File: src/rtl/mdu_if.sv
// -----------------------------------------------------------------------------
// mdu_pkg / mdu_if
//
// mdu_pkg : decoded ALU op codes understood by the multiply/divide unit and the
//           unit's state encoding.
// mdu_if  : request/result bundle between the pipeline and the MDU.
//   start       request valid this cycle               (master -> slave)
//   alucontrol  8-bit decoded ALU op code              (master -> slave)
//   a           rs operand: dividend / multiplicand    (master -> slave)
//   b           rt operand: divisor / multiplier       (master -> slave)
//   cancel      abort a running division               (master -> slave)
//               present only when MDU_CANCEL_EN is defined
//   busy        operation in flight, stall request     (slave -> master)
//   done        one-cycle pulse, hi/lo hold new result (slave -> master)
//   hi          HI register: product high / remainder  (slave -> master)
//   lo          LO register: product low / quotient    (slave -> master)
// Optional feature macro: MDU_CANCEL_EN
// -----------------------------------------------------------------------------
package mdu_pkg;

  localparam logic [7:0] EXE_MULT_OP  = 8'b0001_1000;
  localparam logic [7:0] EXE_MULTU_OP = 8'b0001_1001;
  localparam logic [7:0] EXE_DIV_OP   = 8'b0001_1010;
  localparam logic [7:0] EXE_DIVU_OP  = 8'b0001_1011;
  localparam logic [7:0] EXE_ADD_OP   = 8'b0010_0000;

  typedef enum logic [1:0] {
    ST_IDLE = 2'd0,
    ST_MUL  = 2'd1,
    ST_DIV  = 2'd2,
    ST_DONE = 2'd3
  } mdu_state_e;

endpackage

interface mdu_if;
  logic        start;
  logic [7:0]  alucontrol;
  logic [31:0] a;
  logic [31:0] b;
`ifdef MDU_CANCEL_EN
  logic        cancel;
`endif
  logic        busy;
  logic        done;
  logic [31:0] hi;
  logic [31:0] lo;

  modport master (
    output start, alucontrol, a, b,
    input  busy, done, hi, lo
`ifdef MDU_CANCEL_EN
    , output cancel
`endif
  );

  modport slave (
    input  start, alucontrol, a, b,
    output busy, done, hi, lo
`ifdef MDU_CANCEL_EN
    , input cancel
`endif
  );
endinterface

File: src/rtl/mdu.sv
// -----------------------------------------------------------------------------
// mdu -- MIPS-style multiply/divide unit with HI/LO result registers.
//
// Multiply (MULT/MULTU) takes one cycle in MUL. Divide (DIV/DIVU) is a radix-2
// restoring divider on 32-bit magnitudes, 32 cycles in DIV, with the signs
// fixed up on the final edge (quotient truncates toward zero, remainder takes
// the dividend's sign). A zero divisor finishes after a single DIV cycle with
// lo = all ones and hi = dividend. DONE lasts one cycle and may accept a new
// request directly.
//
// Ports:
//   clk   single clock, all state on the rising edge
//   rst   asynchronous, active-high reset
//   bus   mdu_if.slave: start/alucontrol/a/b(/cancel) in, busy/done/hi/lo out
// Optional feature macro: MDU_CANCEL_EN (cancel aborts a running division)
// -----------------------------------------------------------------------------
module mdu
  import mdu_pkg::*;
(
  input logic  clk,
  input logic  rst,
  mdu_if.slave bus
);

  mdu_state_e  state_q, state_d;

  logic [31:0] a_q, a_d;          // raw operands captured at acceptance
  logic [31:0] b_q, b_d;
  logic        signed_q, signed_d;
  logic [31:0] rem_q, rem_d;      // partial remainder
  logic [31:0] quo_q, quo_d;      // dividend magnitude shifting out, quotient in
  logic [4:0]  count_q, count_d;
  logic [31:0] hi_q, hi_d;
  logic [31:0] lo_q, lo_d;

  logic        op_mul, op_div, op_signed, accept, cancel_hit, div_last;
  logic        div_zero, q_neg, r_neg;
  logic [31:0] b_mag, rem_next, quo_next;
  logic [32:0] shifted, diff;
  logic [63:0] prod;

  // ---------------------------------------------------------------------------
  // Request decode
  // ---------------------------------------------------------------------------
  assign op_mul    = (bus.alucontrol == EXE_MULT_OP) || (bus.alucontrol == EXE_MULTU_OP);
  assign op_div    = (bus.alucontrol == EXE_DIV_OP)  || (bus.alucontrol == EXE_DIVU_OP);
  assign op_signed = (bus.alucontrol == EXE_MULT_OP) || (bus.alucontrol == EXE_DIV_OP);
  assign accept    = bus.start && (op_mul || op_div) &&
                     ((state_q == ST_IDLE) || (state_q == ST_DONE));

`ifdef MDU_CANCEL_EN
  assign cancel_hit = (state_q == ST_DIV) && bus.cancel;
`else
  assign cancel_hit = 1'b0;
`endif

  assign div_zero = (b_q == 32'd0);
  assign div_last = div_zero || (count_q == 5'd31);

  // ---------------------------------------------------------------------------
  // Arithmetic
  // ---------------------------------------------------------------------------
  // Sign- or zero-extend to 64 bits; the low 64 bits of the product are then
  // correct for both signed and unsigned multiplies.
  assign prod = {{32{signed_q & a_q[31]}}, a_q} * {{32{signed_q & b_q[31]}}, b_q};

  assign b_mag = (signed_q && b_q[31]) ? -b_q : b_q;
  assign q_neg = signed_q && (a_q[31] ^ b_q[31]);
  assign r_neg = signed_q && a_q[31];

  // One restoring step: shift in the next dividend bit, try subtracting.
  assign shifted  = {rem_q, quo_q[31]};
  assign diff     = shifted - {1'b0, b_mag};
  assign rem_next = diff[32] ? shifted[31:0] : diff[31:0];
  assign quo_next = {quo_q[30:0], ~diff[32]};

  // ---------------------------------------------------------------------------
  // FSM: state register
  // ---------------------------------------------------------------------------
  // NOTE: sequential state uses non-blocking assignments so every register
  // samples pre-edge values regardless of process ordering.
  always_ff @(posedge clk or posedge rst) begin
    if (rst) state_q <= ST_IDLE;
    else     state_q <= state_d;
  end

  // ---------------------------------------------------------------------------
  // FSM: next state
  // ---------------------------------------------------------------------------
  // NOTE: each combinational output gets a default first so no path leaves it
  // unassigned, which would otherwise infer a latch.
  always_comb begin
    state_d = state_q;
    case (state_q)
      ST_IDLE: if (accept) state_d = op_div ? ST_DIV : ST_MUL;
      ST_MUL:  state_d = ST_DONE;
      ST_DIV: begin
        if (cancel_hit)    state_d = ST_IDLE;   // cancel beats completion
        else if (div_last) state_d = ST_DONE;
      end
      ST_DONE: state_d = accept ? (op_div ? ST_DIV : ST_MUL) : ST_IDLE;
      default: state_d = ST_IDLE;
    endcase
  end

  // ---------------------------------------------------------------------------
  // FSM: outputs
  // ---------------------------------------------------------------------------
  always_comb begin
    bus.busy = 1'b0;
    bus.done = 1'b0;
    case (state_q)
      ST_MUL, ST_DIV: bus.busy = 1'b1;
      ST_DONE:        bus.done = 1'b1;
      default:        ;
    endcase
  end

  assign bus.hi = hi_q;
  assign bus.lo = lo_q;

  // ---------------------------------------------------------------------------
  // Datapath next-state
  // ---------------------------------------------------------------------------
  always_comb begin
    a_d      = a_q;
    b_d      = b_q;
    signed_d = signed_q;
    rem_d    = rem_q;
    quo_d    = quo_q;
    count_d  = count_q;
    hi_d     = hi_q;
    lo_d     = lo_q;

    if (accept) begin
      a_d      = bus.a;
      b_d      = bus.b;
      signed_d = op_signed;
      rem_d    = 32'd0;
      quo_d    = (op_signed && bus.a[31]) ? -bus.a : bus.a;
      count_d  = 5'd0;
    end else if (state_q == ST_MUL) begin
      {hi_d, lo_d} = prod;
    end else if (state_q == ST_DIV && !cancel_hit) begin
      if (div_zero) begin
        lo_d = 32'hFFFF_FFFF;
        hi_d = a_q;
      end else begin
        rem_d   = rem_next;
        quo_d   = quo_next;
        count_d = count_q + 5'd1;
        if (count_q == 5'd31) begin
          lo_d = q_neg ? -quo_next : quo_next;
          hi_d = r_neg ? -rem_next : rem_next;
        end
      end
    end
  end

  always_ff @(posedge clk or posedge rst) begin
    if (rst) begin
      a_q      <= 32'd0;
      b_q      <= 32'd0;
      signed_q <= 1'b0;
      rem_q    <= 32'd0;
      quo_q    <= 32'd0;
      count_q  <= 5'd0;
      hi_q     <= 32'd0;
      lo_q     <= 32'd0;
    end else begin
      a_q      <= a_d;
      b_q      <= b_d;
      signed_q <= signed_d;
      rem_q    <= rem_d;
      quo_q    <= quo_d;
      count_q  <= count_d;
      hi_q     <= hi_d;
      lo_q     <= lo_d;
    end
  end

endmodule
File: src/flat_wrapper.sv
// flat-port wrapper written by rule: the top's interface ports become plain ports
module mdu_flat import mdu_pkg::*;
  (clk, rst, bus_start, bus_alucontrol, bus_a, bus_b, bus_busy, bus_done, bus_hi, bus_lo);
  mdu_if bus_i ();
  input logic clk;
  input logic rst;
  input wire logic [$bits(bus_i.start)-1:0] bus_start;
  input wire logic [$bits(bus_i.alucontrol)-1:0] bus_alucontrol;
  input wire logic [$bits(bus_i.a)-1:0] bus_a;
  input wire logic [$bits(bus_i.b)-1:0] bus_b;
  output wire logic [$bits(bus_i.busy)-1:0] bus_busy;
  output wire logic [$bits(bus_i.done)-1:0] bus_done;
  output wire logic [$bits(bus_i.hi)-1:0] bus_hi;
  output wire logic [$bits(bus_i.lo)-1:0] bus_lo;
  assign bus_i.start = bus_start;
  assign bus_i.alucontrol = bus_alucontrol;
  assign bus_i.a = bus_a;
  assign bus_i.b = bus_b;
  assign bus_busy = bus_i.busy;
  assign bus_done = bus_i.done;
  assign bus_hi = bus_i.hi;
  assign bus_lo = bus_i.lo;
  mdu u_core (.clk(clk), .rst(rst), .bus(bus_i));
endmodule
File: config.mk
export PLATFORM = sky130hd
export DESIGN_NAME = mdu_flat
export DESIGN_NICKNAME = d
export VERILOG_FILES = /design/src/rtl/mdu_if.sv /design/src/rtl/mdu.sv /design/src/flat_wrapper.sv
export SDC_FILE = /design/constraint.sdc
export NUM_CORES = 2
export LEC_CHECK = 0
export BUFFER_PORTS_ARGS = -buffer_cell sky130_fd_sc_hd__buf_2
export CAP_MARGIN = 20
export CORE_ASPECT_RATIO = 1.2
export CORE_UTILIZATION = 65
export CTS_CLUSTER_SIZE = 24
export DETAILED_ROUTE_END_ITERATION = 16
export HOLD_SLACK_MARGIN = 0.05
export PLACE_DENSITY = 0.83
export SLEW_MARGIN = 15
export SYNTH_ARGS = -nofsm -noshare
export SYNTH_HDL_FRONTEND = slang
export SYNTH_SLANG_ARGS = --single-unit
File: constraint.sdc
create_clock -name clk -period 9.7 [get_ports clk]
set_clock_uncertainty 0.1 [all_clocks]
set_input_delay 0.97 -clock clk [delete_from_list [all_inputs] [get_ports clk]]
set_output_delay 0.97 -clock clk [all_outputs]
set_load 0.01 [all_outputs]
Word level (Yosys, flattened, before mapping)
Cells that the tools add are included.
- register bits after elaboration: 200
- logic and storage cells: 86
- bits of input ports: 75
- output and inout bits: 66
- eq/ne operators: 12
- reductions and logical operators: 21
- $add $sub $neg: 6
- bitwise gates (word level): 5
- multipliers: 1
- muxes and demuxes: 32
- operator list (cell ; number):
    $mux 32 ; 21
    $neg 32->32 ; 4
    $mul 33x33->64 ; 1
    $sub 33x32->33 ; 1
    $eq 8x5->1 const B ; 4
    $logic_not 32->1 ; 1
    $mux 5 ; 4
    $mux 2 ; 4
    $ne 2x1->1 const B ; 4
    $pmux 2 s4 ; 1
    $logic_and 1x1->1 ; 6
    $logic_or 1x1->1 ; 6
    $reduce_and 3->1 ; 2
    $add 5x1->5 const B ; 1
    $eq 5x5->1 const B ; 1
    $eq 2x2->1 const B ; 2
    $reduce_bool 2->1 ; 2
    $reduce_bool 3->1 ; 1
    $and 1x1->1 ; 2
    $eq 2x1->1 const B ; 1
    $logic_not 2->1 ; 1
    $mux 1 ; 2
    $not 1->1 ; 2
    $reduce_and 2->1 ; 1
    2 further kinds ; 2

Depth between registers and ports, before layout
- word-level depth: 10
- depth in mapped cells: 34
- depth with buffers taken out: 31

Worst setup path before layout
Ideal clock, no wire load.
- kind: reg2reg
- start point: reg u_core.a_q[31]
- end point: reg u_core.hi_q[29] (netlist: u_core.bus.hi[29])
- cell stages (with the launch flop): 32
- period minus slack after synthesis: 8.478 ns
- setup time: 0.126 ns
- buffers on the path: 2
- setup slack: 1.222 ns
- data arrival time: 8.252 ns
- required time: 9.474 ns
- path through: dfrtp_1 -> and2_1 -> clkbuf_1 -> clkbuf_1 -> nand2_1 -> inv_1 -> fa_1 -> inv_1 -> fa_1 -> inv_1 -> fa_1 -> fa_1 -> inv_1 -> fa_1 -> inv_1 -> fa_1 -> inv_1 -> fa_1 -> fa_1 -> inv_1 -> ha_1 -> a21oi_1 -> nor2b_1 -> o21ai_0 -> nand2b_1 -> or3_1 -> o221ai_1 -> nand2b_1 -> a311oi_1 -> xnor2_1 -> nor2_1 -> a221o_1
- longest elaborated chain between the ends: 6
- elaborated cells on any way between the ends: 8
- those cells by class: mul: 1; mux: 5; bitwise: 1; reduce/logical: 1
- RTL lines (what ; line ; text):
    start, declared ; mdu.sv:27 ; logic [31:0] a_q, a_d;
    start signal, assigned ; mdu.sv:162 ; a_q <= 32'd0;
    start signal, assigned ; mdu.sv:171 ; a_q <= a_d;
    branches (longest 5 deep; another with $mul 33x33->64) ; n/a ;
    $mux 32 * ; mdu.sv:142 ; end else if (state_q == ST_MUL) begin
    end signal, assigned ; mdu.sv:177 ; hi_q <= hi_d;
    end, declared ; mdu.sv:33 ; logic [31:0] hi_q, hi_d;
Every way passes the cells marked *. The select of a mux whose other input is x is not followed.
A chain may end at the register's enable or synchronous reset.

Worst setup path after layout
- start point: reg u_core.a_q[17]
- end point: reg u_core.hi_q[31] (netlist: u_core.bus.hi[31])
- longest elaborated chain between the ends: 2
- RTL lines (what ; line ; text):
    $mul 33x33->64 ; mdu.sv:65 ; assign prod = {{32{signed_q & a_q[31]}}, a_q} * {{32{signed_q & b_q[31]}}, b_q};
    $mux 32 ; mdu.sv:142 ;
Every way passes these cells.

==> impl_metrics.tcl <==
set metrics [dict create \
    end_kind "flop" \
    boundaryPins 141 \
    rsz0062_at_grt "false" \
    cts_tree "built" \
    wirelength_um 153000 \
    dp_hpwl_um 123000 \
    hold_violations 0 \
    port_buffers 140 \
    p_int_mw 5.69 \
    die_w_um 259 \
    synth-async-reset-ratio_pct 100 \
    p_leak_nw 27.1 \
    drc_errors 0 \
    cts_inserted_buffers 17 \
    min_path_type "reg2reg" \
    postCtsHoldBufs 0 \
    pwr-share-seq_pct 12.6 \
    worstPathMaxFanout 23 \
    vias_per_cell 6.10 \
    synth-seq-area-share_pct 9.72 \
    synth_area_um2 51500 \
    initial_utilization_pct 66.0 \
    comb_power_share_pct 81.6 \
    cp.arrival_ns 9.63 \
    final_common_cell "inv_1" \
    required_ns 10.03 \
    drv_slew 0 \
    die_y_um 310 \
    status "finished, final reports clean" \
    sw_frac_of_total_pct 59.9 \
    antenna_found_initial 7 \
    critPathLaunchType "flop" \
    syn_nets 7313 \
    drt_first_pass_iters 7 \
    synth-seq-cells 200 \
    ctsRootBufferMaster "clkbuf_16" \
    synthFlopType "dfrtp_1" \
    period_minus_slack_ns 9.31 \
    via_count 41800 \
    grt_start_max_net_pins 131 \
    clock_sinks 200 \
    path_class "reg2reg" \
    fin_crit_sh_pct 95.9 \
    postCtsSetupBuffers 0 \
    htreeDepth 4 \
    worstMarginPinSlew_ns 1.24 \
    setup_slack_ns 0.394 \
    grt_overflow 0 \
    first_global_vias 44900 \
    core_um2 78100 \
    syn_inst 5856 \
    grt_util_all_layers_pct 39.9 \
    drtAntennaViolNets 0 \
    layout.nets 7259 \
    slowest_delay_ns 1.17 \
    fmaxAchievable_mhz 107 \
    synthToLayoutAreaGrowth_pct 4.67 \
    p_sw_mw 8.52 \
    ir_worst_vdd_uv 452 \
    setup_viol 0 \
    max-slew-margin-rel_pct 17.5 \
    synth_edf_count 0 \
    drive_above_1_share_pct 6.57 \
    drtIter0Drc 3805 \
    clkTransAtPathRegs_ns 0.09 \
    final_cell_mix "inv_1 (1139), fa_1 (1126), nand2_1 (1098)" \
    die_area_um2 80400 \
    crit_path_top_delay_cell "dfrtp_1" \
    dpl_worst_slack_ns 0.539 \
    syn_avg_cell_area_um2 8.80 \
    clk_latency_ns 0.50 \
    whs_ns 0.377 \
    drv_cap 0 \
    grt_pass1_wl_um 242000 \
    worst_path_dominant_cell_family "adder cells" \
    yosysWarnings 0 \
    powerDensity_nw_per_um2 264 \
    synthDistinctLibCells 93 \
    gp_congestion 1.03 \
    cp_common_cell "fa_1" \
    clock_power_share_pct 5.8 \
    clock_path_buffers 2 \
    routedWlPerCell_um 22.4 \
    critPathBufInv 5 \
    setup_tns_ns 0 \
    rows 112 \
]
-- per-stage QoR --
step,utilization (%),instances,total power [mW],cell area (µm²)
floorplan,-,5856,9.25,51500
global placement,68.2,6806,12.7,53200
detailed placement,68.2,6807,13.0,53200
CTS,69.0,6839,13.9,53900
global route,69.1,6845,15.2,53900
finish,69.1,6846,14.2,53900
-- power groups by stage --
stage	Clock (mW)	Sequential, mW	Combinational, mW
finish	0.824	1.79	11.6
global route	0.851	1.80	12.6
CTS	0.825	1.74	11.3
detailed placement	0	1.76	11.2
global placement	0	1.74	11.0
floorplan	0	1.30	7.95
-- cell families (layout without fill, tap and decap cells) --
kind of cell               after synthesis  count (layout)  synth area share [%]
xor gates and xnor gates               187             187                  3.18
AOI/OAI and AO/OA                      685             685                  8.54
buffers and inverters                 1504            1463                  11.2
other                                    0               5                     0
DFF                                    200             200                  9.72
muxes                                   44              44                 0.884
and+or+nand+nor                       1854            1854                  16.5
adders and majority gates             1382            1382                  50.0
-- area by class of cell --
cell class                      count  area, µm²
Multi-Input combinational cell   4152      40800
Fill cell                        5891      24100
Sequential cell                   200       5010
Inverter                         1142       4290
Timing Repair Buffer              289       1910
Tap cell                         1026       1280
Clock buffer                       18        439
Clock inverter                     14        204
Antenna cell                        5       12.5
-- cell usage after synthesis (all sizes together), types with 6 or more instances --
library cell | n | area share [%]
mux2i | 32 | 0.62
o211ai | 11 | 0.16
mux2 | 12 | 0.26
nor2b | 9 | 0.11
dfrtp | 200 | 9.7
o31ai | 32 | 0.50
o21ai | 207 | 2.0
a21o | 63 | 0.92
o22ai | 9 | 0.11
nor3 | 31 | 0.33
buf | 54 | 0.50
and3 | 38 | 0.47
nand4 | 13 | 0.16
and2 | 365 | 4.4
xor2 | 90 | 1.5
nor2 | 159 | 1.2
ha | 256 | 6.2
a21oi | 165 | 1.6
o21bai | 21 | 0.31
o221ai | 9 | 0.15
nand2b | 26 | 0.32
o21a | 6 | 0.087
a21boi | 12 | 0.18
nor4 | 21 | 0.31
xnor2 | 97 | 1.6
fa | 1126 | 44
or4 | 13 | 0.20
a221oi | 28 | 0.49
o41ai | 13 | 0.24
a311oi | 6 | 0.10
nand2 | 1099 | 8.0
o2111ai | 8 | 0.14
inv | 1141 | 8.3
or3 | 17 | 0.21
a211oi | 31 | 0.48
a31oi | 23 | 0.28
nand3 | 41 | 0.40
clkbuf | 308 | 2.4
-- state kept, by name, indices dropped and copies added (netlist names) --
signal,cells
u_core.bus.hi,32
u_core.state_q,2
u_core.quo_q,32
u_core.rem_q,32
u_core.a_q,32
u_core.signed_q,1
u_core.b_q,32
u_core.count_q,5
u_core.bus.lo,32
-- metal layers --
layer / up-vias / wire length, µm / GRT usage (%)
li1: 17600 / - / -
met4: 4 / 15300 / 33.2
met2: 2540 / 74100 / 65.6
met1: 20800 / 49600 / 45.0
met3: 796 / 14300 / 8.22
met5: - / 26 / 0.121
-- path summary, 6_finish.rpt --
check | start | end | slack [ns] | depth (start not counted)
min reg2reg | u_core.bus.lo[18] | u_core.bus.lo[18] | 0.38 | 1
min in group asynchronous | rst | u_core.count_q[2] | 0.50 | 2
max reg2reg | u_core.a_q[17] | u_core.bus.hi[31] | 0.39 | 27
max | u_core.a_q[17] | u_core.bus.hi[31] | 0.39 | 27
max in group asynchronous | rst | u_core.b_q[1] | 7.74 | 4
min | u_core.bus.lo[18] | u_core.bus.lo[18] | 0.38 | 1
-- repair_timing --
item / 4_1_cts / 5_1_grt
hold endpoints to repair: 0 / 0
resized for setup: 0 / 1
setup endpoints to repair: 0 / 2
Power figures use the tool's default switching activity.
